## src/rtl/seg_scan_decoder.sv

```systemverilog
// Deserialises a multiplexed active-low seven-segment scan (AN/BCD) back into a 4-digit hex value.
// Optional SEG_DP_CAPTURE_EN: capture the decimal points per digit and publish them on dp_mask.
module seg_scan_decoder #(
  parameter int SETTLE_CYCLES = 4,
  parameter int STABLE_FRAMES = 2
) (
  input  logic        sysclk,
  input  logic        reset,
  input  logic [3:0]  AN,
  input  logic [7:0]  BCD,
  output logic [15:0] value,
  output logic [3:0]  dp_mask,
  output logic        frame_valid,
  output logic        frame_pulse,
  output logic        bad_glyph,
  output logic        an_err
);

  logic [11:0] r_s_q;
  logic [7:0]  r_cnt;
  logic [3:0]  r_seen;
  logic [15:0] r_cur;
  logic [19:0] r_prev;
  logic [3:0]  r_match;
  logic [15:0] r_value;
  logic [3:0]  r_dp_mask;
  logic        r_frame_valid;
  logic        r_frame_pulse;
  logic        r_bad_glyph;
  logic        r_an_err;

  logic        w_stable;
  logic        w_settle;
  logic [3:0]  w_sel;
  logic        w_one_hot;
  logic        w_multi;
  logic        w_glyph_ok;
  logic [3:0]  w_nib;
  logic        w_cap;
  logic        w_frame_done;
  logic [3:0]  w_cur_dp;
  logic [19:0] w_frame;
  logic [3:0]  w_match_next;
  logic        w_publish;

  assign w_stable  = ({AN, BCD} == r_s_q);
  // cnt saturates at SETTLE_CYCLES, so this fires once per stable interval
  assign w_settle  = w_stable && (r_cnt == 8'(SETTLE_CYCLES - 1));
  assign w_sel     = ~r_s_q[11:8];
  assign w_one_hot = (w_sel != 4'h0) && ((w_sel & (w_sel - 4'd1)) == 4'h0);
  assign w_multi   = (w_sel != 4'h0) && !w_one_hot;

  always_comb begin
    w_glyph_ok = 1'b1;
    w_nib      = 4'h0;
    case (r_s_q[6:0])
      7'h40: w_nib = 4'h0;
      7'h79: w_nib = 4'h1;
      7'h24: w_nib = 4'h2;
      7'h30: w_nib = 4'h3;
      7'h19: w_nib = 4'h4;
      7'h12: w_nib = 4'h5;
      7'h02: w_nib = 4'h6;
      7'h78: w_nib = 4'h7;
      7'h00: w_nib = 4'h8;
      7'h10: w_nib = 4'h9;
      7'h08: w_nib = 4'hA;
      7'h03: w_nib = 4'hB;
      7'h46: w_nib = 4'hC;
      7'h21: w_nib = 4'hD;
      7'h06: w_nib = 4'hE;
      7'h0E: w_nib = 4'hF;
      default: w_glyph_ok = 1'b0;
    endcase
  end

  assign w_cap        = w_settle && w_one_hot && w_glyph_ok;
  assign w_frame_done = (r_seen == 4'hF);

`ifdef SEG_DP_CAPTURE_EN
  logic [3:0] r_cur_dp;

  always_ff @(posedge sysclk) begin
    if (reset) begin
      r_cur_dp <= 4'h0;
    end else if (w_cap) begin
      for (int i = 0; i < 4; i++)
        if (w_sel[i]) r_cur_dp[i] <= ~r_s_q[7];
    end
  end

  assign w_cur_dp = r_cur_dp;
`else
  assign w_cur_dp = 4'h0;
`endif

  assign w_frame = {w_cur_dp, r_cur};

  always_comb begin
    w_match_next = 4'd1;
    if (w_frame == r_prev)
      w_match_next = (r_match >= 4'(STABLE_FRAMES)) ? 4'(STABLE_FRAMES) : r_match + 4'd1;
  end

  assign w_publish = w_frame_done && (w_match_next == 4'(STABLE_FRAMES));

  always_ff @(posedge sysclk) begin
    if (reset) begin
      r_s_q         <= 12'hFFF;
      r_cnt         <= 8'd0;
      r_seen        <= 4'h0;
      r_cur         <= 16'h0;
      r_prev        <= 20'h0;
      r_match       <= 4'd0;
      r_value       <= 16'h0;
      r_dp_mask     <= 4'h0;
      r_frame_valid <= 1'b0;
      r_frame_pulse <= 1'b0;
      r_bad_glyph   <= 1'b0;
      r_an_err      <= 1'b0;
    end else begin
      r_s_q <= {AN, BCD};
      if (!w_stable)
        r_cnt <= 8'd0;
      else if (r_cnt != 8'(SETTLE_CYCLES))
        r_cnt <= r_cnt + 8'd1;

      r_an_err <= w_settle && w_multi;
      if (w_settle && w_one_hot && !w_glyph_ok)
        r_bad_glyph <= 1'b1;

      // A completed frame is consumed the edge after its last capture
      r_seen <= (w_frame_done ? 4'h0 : r_seen) | (w_cap ? w_sel : 4'h0);
      if (w_cap) begin
        for (int i = 0; i < 4; i++)
          if (w_sel[i]) r_cur[4*i +: 4] <= w_nib;
      end

      if (w_frame_done) begin
        r_prev  <= w_frame;
        r_match <= w_match_next;
      end

      r_frame_pulse <= 1'b0;
      if (w_publish) begin
        r_value       <= r_cur;
        r_dp_mask     <= w_cur_dp;
        r_frame_valid <= 1'b1;
        r_frame_pulse <= !r_frame_valid || (w_frame != {r_dp_mask, r_value});
      end
    end
  end

  assign value       = r_value;
  assign dp_mask     = r_dp_mask;
  assign frame_valid = r_frame_valid;
  assign frame_pulse = r_frame_pulse;
  assign bad_glyph   = r_bad_glyph;
  assign an_err      = r_an_err;

endmodule

```

## config.mk

```make
export PLATFORM = sky130hd
export DESIGN_NAME = seg_scan_decoder
export DESIGN_NICKNAME = d
export VERILOG_FILES = /design/src/rtl/seg_scan_decoder.sv
export SDC_FILE = /design/constraint.sdc
export NUM_CORES = 1
export LEC_CHECK = 0
export ABC_AREA = 1
export CAP_MARGIN = 20
export CORE_ASPECT_RATIO = 0.5
export CORE_MARGIN = 2
export CORE_UTILIZATION = 58
export CTS_CLUSTER_SIZE = 16
export DETAILED_ROUTE_END_ITERATION = 10
export GPL_TIMING_DRIVEN = 0
export HOLD_SLACK_MARGIN = 0.15
export PLACE_DENSITY = 0.8
export SETUP_SLACK_MARGIN = 0.2
export SLEW_MARGIN = 20
export SYNTH_ARGS = -nofsm -noshare
export SYNTH_HDL_FRONTEND = slang
export SYNTH_SLANG_ARGS = --single-unit
```

## constraint.sdc

```tcl
create_clock -name sysclk -period 1.92 [get_ports sysclk]
set_clock_uncertainty 0.1 [all_clocks]
set_input_delay 0.384 -clock sysclk [delete_from_list [all_inputs] [get_ports sysclk]]
set_output_delay 0.384 -clock sysclk [all_outputs]
set_load 0.02 [all_outputs]
```

# Word-level counts from Yosys, hierarchy flattened
# Index checks and enable logic that the tools add are counted.
classes:
  order_cmp: 1
  n_mux: 6
  shifts: 0
  addsub: 3
  n_eq_ne: 22
  n_bitwise: 5
  mul: 0
  n_reduce_logical: 22
  n_div: 0
ops:
  columns: ["op", "count"]
  rows:
  - ["$pmux W4 S15", 1]
  - ["$eq A7 B7 Y1 const B", 4]
  - ["$eq A7 B5 Y1 const B", 3]
  - ["$eq A7 B6 Y1 const B", 3]
  - ["$eq A16 B16 Y1", 1]
  - ["$mux W4", 4]
  - ["$ne A16 B16 Y1", 1]
  - ["$reduce_or A16 Y1", 1]
  - ["$eq A7 B2 Y1 const B", 2]
  - ["$eq A7 B4 Y1 const B", 2]
  - ["$eq A12 B12 Y1", 1]
  - ["$add A8 B1 Y8 const B", 1]
  - ["$eq A8 B2 Y1 const B", 1]
  - ["$logic_and A1 B1 Y1", 8]
  - ["$ne A8 B3 Y1 const B", 1]
  - ["$reduce_and A2 Y1", 4]
  - ["$eq A7 B3 Y1 const B", 1]
  - ["$logic_not A7 Y1", 1]
  - ["$add A4 B1 Y4 const B", 1]
  - ["$and A4 B4 Y4", 1]
  - ["$eq A4 B2 Y1 const B", 1]
  - ["$eq A4 B4 Y1 const B", 1]
  - ["$ge A4 B2 Y1 const B", 1]
  - ["$logic_not A4 Y1", 1]
  - ["other kinds (9)", 13]
word_totals:
  mem_bits_rw: 0
  input_bits: 14
  n_memories: 0
  out_inout_bits: 24
  word_cells: 73
  latch_bits: 0
  romBits: 0
  ff_bits: 80

# Longest topological paths before layout
# Gate-level depths: netlist of the first run.
logic_depth:
  word_depth: 9
  mapped_depth: 13
  mapped_depth_nobuf: 12

# Worst setup path after synthesis of the first run
# No wires, ideal clock.
synth_timing:
  path_kind: "reg2reg"
  from: "register r_cnt[0]"
  to: "register r_cur[9]"
  path_stages_with_launch: 10
  n_path_buf: 1
  required_time_ns: 1.711
  slack_ns: 0.185
  setup_ns: 0.109
  arrival_time_ns: 1.526
  period_less_slack_ns: 1.735
  path_cell_list: "dfxtp_1 -> ha_1 -> nand3_1 -> nor2_1 -> o211ai_1 -> nor2_8 -> buf_6 -> nand4_1 -> nand2_1 -> nor2_2"
synth_via:
  elab_chain_len: 5
synth_lines:
  columns: ["item", "line", "source"]
  rows:
  - ["start, declared", "20", "logic [7:0] r_cnt;"]
  - ["start signal, assigned", "126", "r_cnt <= r_cnt + 8'd1;"]
  - ["$eq A8 B2 Y1", "48", "assign w_settle = w_stable && (r_cnt == 8'(SETTLE_CYCLES - 1));"]
  - ["$logic_and A1 B1 Y1", "48", null]
  - ["$logic_and A1 B1 Y1 (2 in a row)", "77", "assign w_cap = w_settle && w_one_hot && w_glyph_ok;"]
  - ["$reduce_and A2 Y1 (no line)", null, null]
  - ["end signal, assigned by index", "136", "if (w_sel[i]) r_cur[4*i +: 4] <= w_nib;"]
  - ["end, declared", "22", "logic [15:0] r_cur;"]
# Every way passes these cells.
# A chain may end at the register's enable or synchronous reset.

# Worst setup path in the final report of the first run
layout_timing:
  from: "register r_cur[7]"
  to: "register r_value[4], in the netlist value[4]"
layout_via:
  elab_chain_len: 4
layout_lines:
  columns: ["item", "line", "source"]
  rows:
  - ["$eq A16 B16 Y1", "101", "if (w_frame == r_prev)"]
  - ["$mux W4", "101", null]
  - ["$eq A4 B2 Y1", "105", "assign w_publish = w_frame_done && (w_match_next == 4'(STABLE_FRAMES));"]
  - ["$logic_and A1 B1 Y1", "105", null]
  - ["end signal, assigned", "146", "r_value <= r_cur;"]
  - ["end, declared", "25", "logic [15:0] r_value;"]
# Every way passes these cells.

==> summary.md, run 1 <==
| Metric | Value |
|---|---|
| Initial antenna violation count | `0` |
| Mapped Cells | `~630` |
| Status | `finished, final reports clean` |
| IO Pins | `38` |
| FP Rows | `21` |
| Number of global-route vias before repair | `3712` |
| Power per Cell Area | `around 660 nW/µm²` |
| Fin. Hold Viols | `0` |
| Most frequent cells in the layout | `nand2_1 (173), nor2_1 (73), inv_1 (69)` |
| Endpoints failing setup | `0` |
| Gr ovfl total | `0` |
| Worst setup EP type | `flip-flop` |
| H-tree levels | `3` |
| Largest family of logic cells by synthesized area | `simple AND/OR/NAND/NOR gates` |
| RSZ-0062 raised after global routing | `yes` |
| Wirelength, routed | `11.5 mm` |
| RR Startpoint | `r_cur[7]$_SDFFE_PP0P_` |
| Critical R2R Capture | `value[4]$_SDFFE_PP0P_` |
| Unique masters post-synth | `33` |
| Hold Crit Class | `in2reg` |
| Cell taking the most area after synthesis | `dfxtp_1` |
| WP data arrival | `2.00 ns` |
| Clk sinks | `80` |
| Max Slew Vio Count | `0` |
| Core area | `6860 µm²` |
| Final antenna-violating net count | `0` |
| Vias | `4266` |
| XOR/XNOR share of the synthesized area | `4.97%` |
| Hold buffers post-CTS | `0` |
| Storage cell area | `~1700 µm²` |
| Crit Path Class | `reg2reg` |
| Hold path start | `BCD[5]` |
| Synth Area in Adders | `1.18%` |
| TNS Setup | `0 ns` |
| Die height | `64.4 µm` |
| Ys Warns | `0` |
| Worst VDD drop | `544 µV` |
| Area of the die | `8030 µm²` |
| Post-placement cell area | `4690 µm²` |
| Nets | `731` |
| Relative slew margins | `54.1%` |
| Slew @ Worst Pin | `0.689 ns` |
| # Max-Cap Violations | `0` |
| Simple logic cell fraction of the synthesized area | `37.3%` |
| Fmax | `about 0.55 GHz` |
| HPWL Detailed | `7.09 mm` |
| Number of I/O port buffers | `33` |
| Register-to-Register Path Depth | `11` |
| Vias per cell | `5.27` |
| Final core utilization | `between 80% and 90%` |
| Worst Hold Path Cells | `3` |
| Largest net degree at the start of global routing | `13` |
| Clk Latency, worst-skew pair | `~0.35 ns` |
| Complex-gate fraction of the synthesized area | `7.07%` |
| Crit start category | `flip-flop` |
| Wire per inst | `~14 µm` |
| Chip width | `approximately 120 µm` |
| Area growth syn-to-layout | `32.8%` |
| Hold-critical path endpoint | `r_s_q[5]$_SDFF_PP1_` |
| Leak pwr | `2.84 nW` |
| Post-synthesis mux area share | `0%` |
| Critical-path maximum fanout | `8` |
| CTS Root Cell | `clkbuf_16` |
| Period utilization | `94.5%` |
| Iteration-0 DRC Markers | `402` |
| Reg clk slew, reported paths | `0.06 ns` |
| Layout cells sized above 1 | `28.9%` |
| Fillers | `449` |
| Antenna diode count | `0` |
| CTS tree | `yes` |
| Seq cells post-synth | `80` |
| DRC | `0` |
| Top post-synthesis cells by area | `dfxtp_1 (38%), nand2_1 (17%), nor2_1 (7.6%)` |
| Top cell type's share of synthesized area | `between 30% and 40%` |
| Syn Area/Cell | `6.68 µm²` |
| Sequential fraction of the synthesis area | `37.9%` |
| Register-to-register setup slack | `0.11 ns` |
| GP Congestion | `between 0.8 and 0.9` |
| Most common cell after layout, fill and taps aside | `nand2_1` |
| Area of the multi-input gates | `about 2400 µm²` |
| First drt pass iteration count | `5` |
| Final Cell Area | `5620 µm²` |
| CTS Buf Count | `9` |
| Minimum clock period | `between 1.5 and 2 ns` |
| CTS Buffer Depth | `2` |
| Initial Utilization | `61.7%` |
| Global Route Usage Sum | `between 20% and 30%` |
| Worst Path Required | `roughly 2.1 ns` |
| Mapped cell area | `4230 µm²` |
| First-pass GRT wire length | `17.5 mm` |
## worst max-delay path, stage by stage (launching register included)
cell and delay (ns):
dfxtp_1 0.43, nand2_1 0.09, nand2_1 0.07, nand2_1 0.06, nor2_2 0.12, nand2_2 0.08, nor2_4 0.13, nand4_4 0.21
buf_6 0.22, nand2_1 0.08, nand2_1 0.06, nor2_1 0.10
## Yosys cell counts
master    number
inv_1         80
buf_2          5
nor2_2        12
xor2_1         5
nand4_2        1
nor2_1        86
o211ai_1       1
a21oi_1       31
xnor2_1       19
o22ai_1        5
o21ai_0       18
buf_4          4
buf_8          1
clkinv_1       1
nand3_2        1
nand4_1       18
conb_1         1
or2_2          4
nor4_1         4
nand3_4        6
dfxtp_1       80
nand3_1        8
nor3_1         3
a31oi_1        1
buf_6          1
nor3b_1        2
nand2_2       10
inv_2         18
nand2_1      191
clkbuf_1       9
ha_1           4
a221oi_1       1
nor2_8         2
## power breakdown
part / total, mW / internal [mW] / switching, mW
sequential: 1.68 / 1.65 / 0.0224
clock: 1.81 / 1.13 / 0.672
combinational: 0.200 / 0.0801 / 0.120
total: 3.68 / 2.87 / 0.815
## cells by family after synthesis
kind of cell | after synthesis
AND/OR/NAND/NOR | 348
adder cells (fa/ha/maj) | 4
flip-flops | 80
AO/OA/AOI/OAI | 57
other | 1
buffers and inverters | 119
XOR/XNOR | 24
## flip-flops by register name (all words and copies together) (netlist names)
signal and flops:
an_err 1, bad_glyph 1, frame_pulse 1, frame_valid 1, r_cnt 8, r_cur 16
r_match 4, r_prev 16, r_s_q 12, r_seen 4, value 16
## worst max path at each step
stage                                  from                     end  slack [ns]
floorplan             r_cnt[0]$_SDFFE_PP0P_   r_cur[9]$_SDFFE_PP0P_        0.21
global placement                     BCD[4]   r_cur[5]$_SDFFE_PP0P_       -0.32
detailed placement                    AN[1]   r_cur[5]$_SDFFE_PP0P_       -0.32
CTS                     r_s_q[2]$_SDFF_PP1_  r_cur[10]$_SDFFE_PP0P_        0.19
global route        r_match[1]$_SDFFE_PP0P_   value[4]$_SDFFE_PP0P_       -0.02
finish                r_cur[7]$_SDFFE_PP0P_   value[4]$_SDFFE_PP0P_        0.11
## final cells by class
cell class	instances	share of cell area, %
clock inverters	3	1.20
well taps	92	2.05
multi-input cells	437	42.6
flip-flops and latches	80	30.0
clock buffers	12	4.21
repair buffers	66	10.7
plain buffers	20	2.52
inverters	99	6.71
## layer usage
| metal | GRT usage [%] | part of all wire [%] | vias up |
|---|---|---|---|
| li1 | - | - | 2102 |
| met1 | 35.2 | 43 | 1950 |
| met2 | 46.0 | 46 | 186 |
| met3 | 9.38 | 8.2 | 28 |
| met4 | 7.72 | 2.4 | 0 |
| met5 | 0 | 0 | - |
## through the flow
stage	worst slack [ns]	instances	total power [mW]	hold WS (ns)
floorplan	0.211	636	1.84	0.324
global placement	-0.322	761	1.90	0.335
detailed placement	-0.317	761	1.90	0.339
CTS	0.191	795	3.66	0.270
global route	-0.0222	809	3.78	0.290
finish	0.106	809	3.68	0.274
## timing repair
action,CTS,global route
gates resized for setup,90,84
setup endpoints to repair,59,67
cloned,3,1
hold endpoints to repair,0,0
buffers inserted,16,13
pin swaps,21,44
Note: power is estimated with default switching activity, not from simulation.
==> inputs of run 2 (changes only) <==
CAP_MARGIN = not set   (was 20)
==> results of run 2 <==
Same layout as run 1: the final DEF is identical, and so are final timing and power.
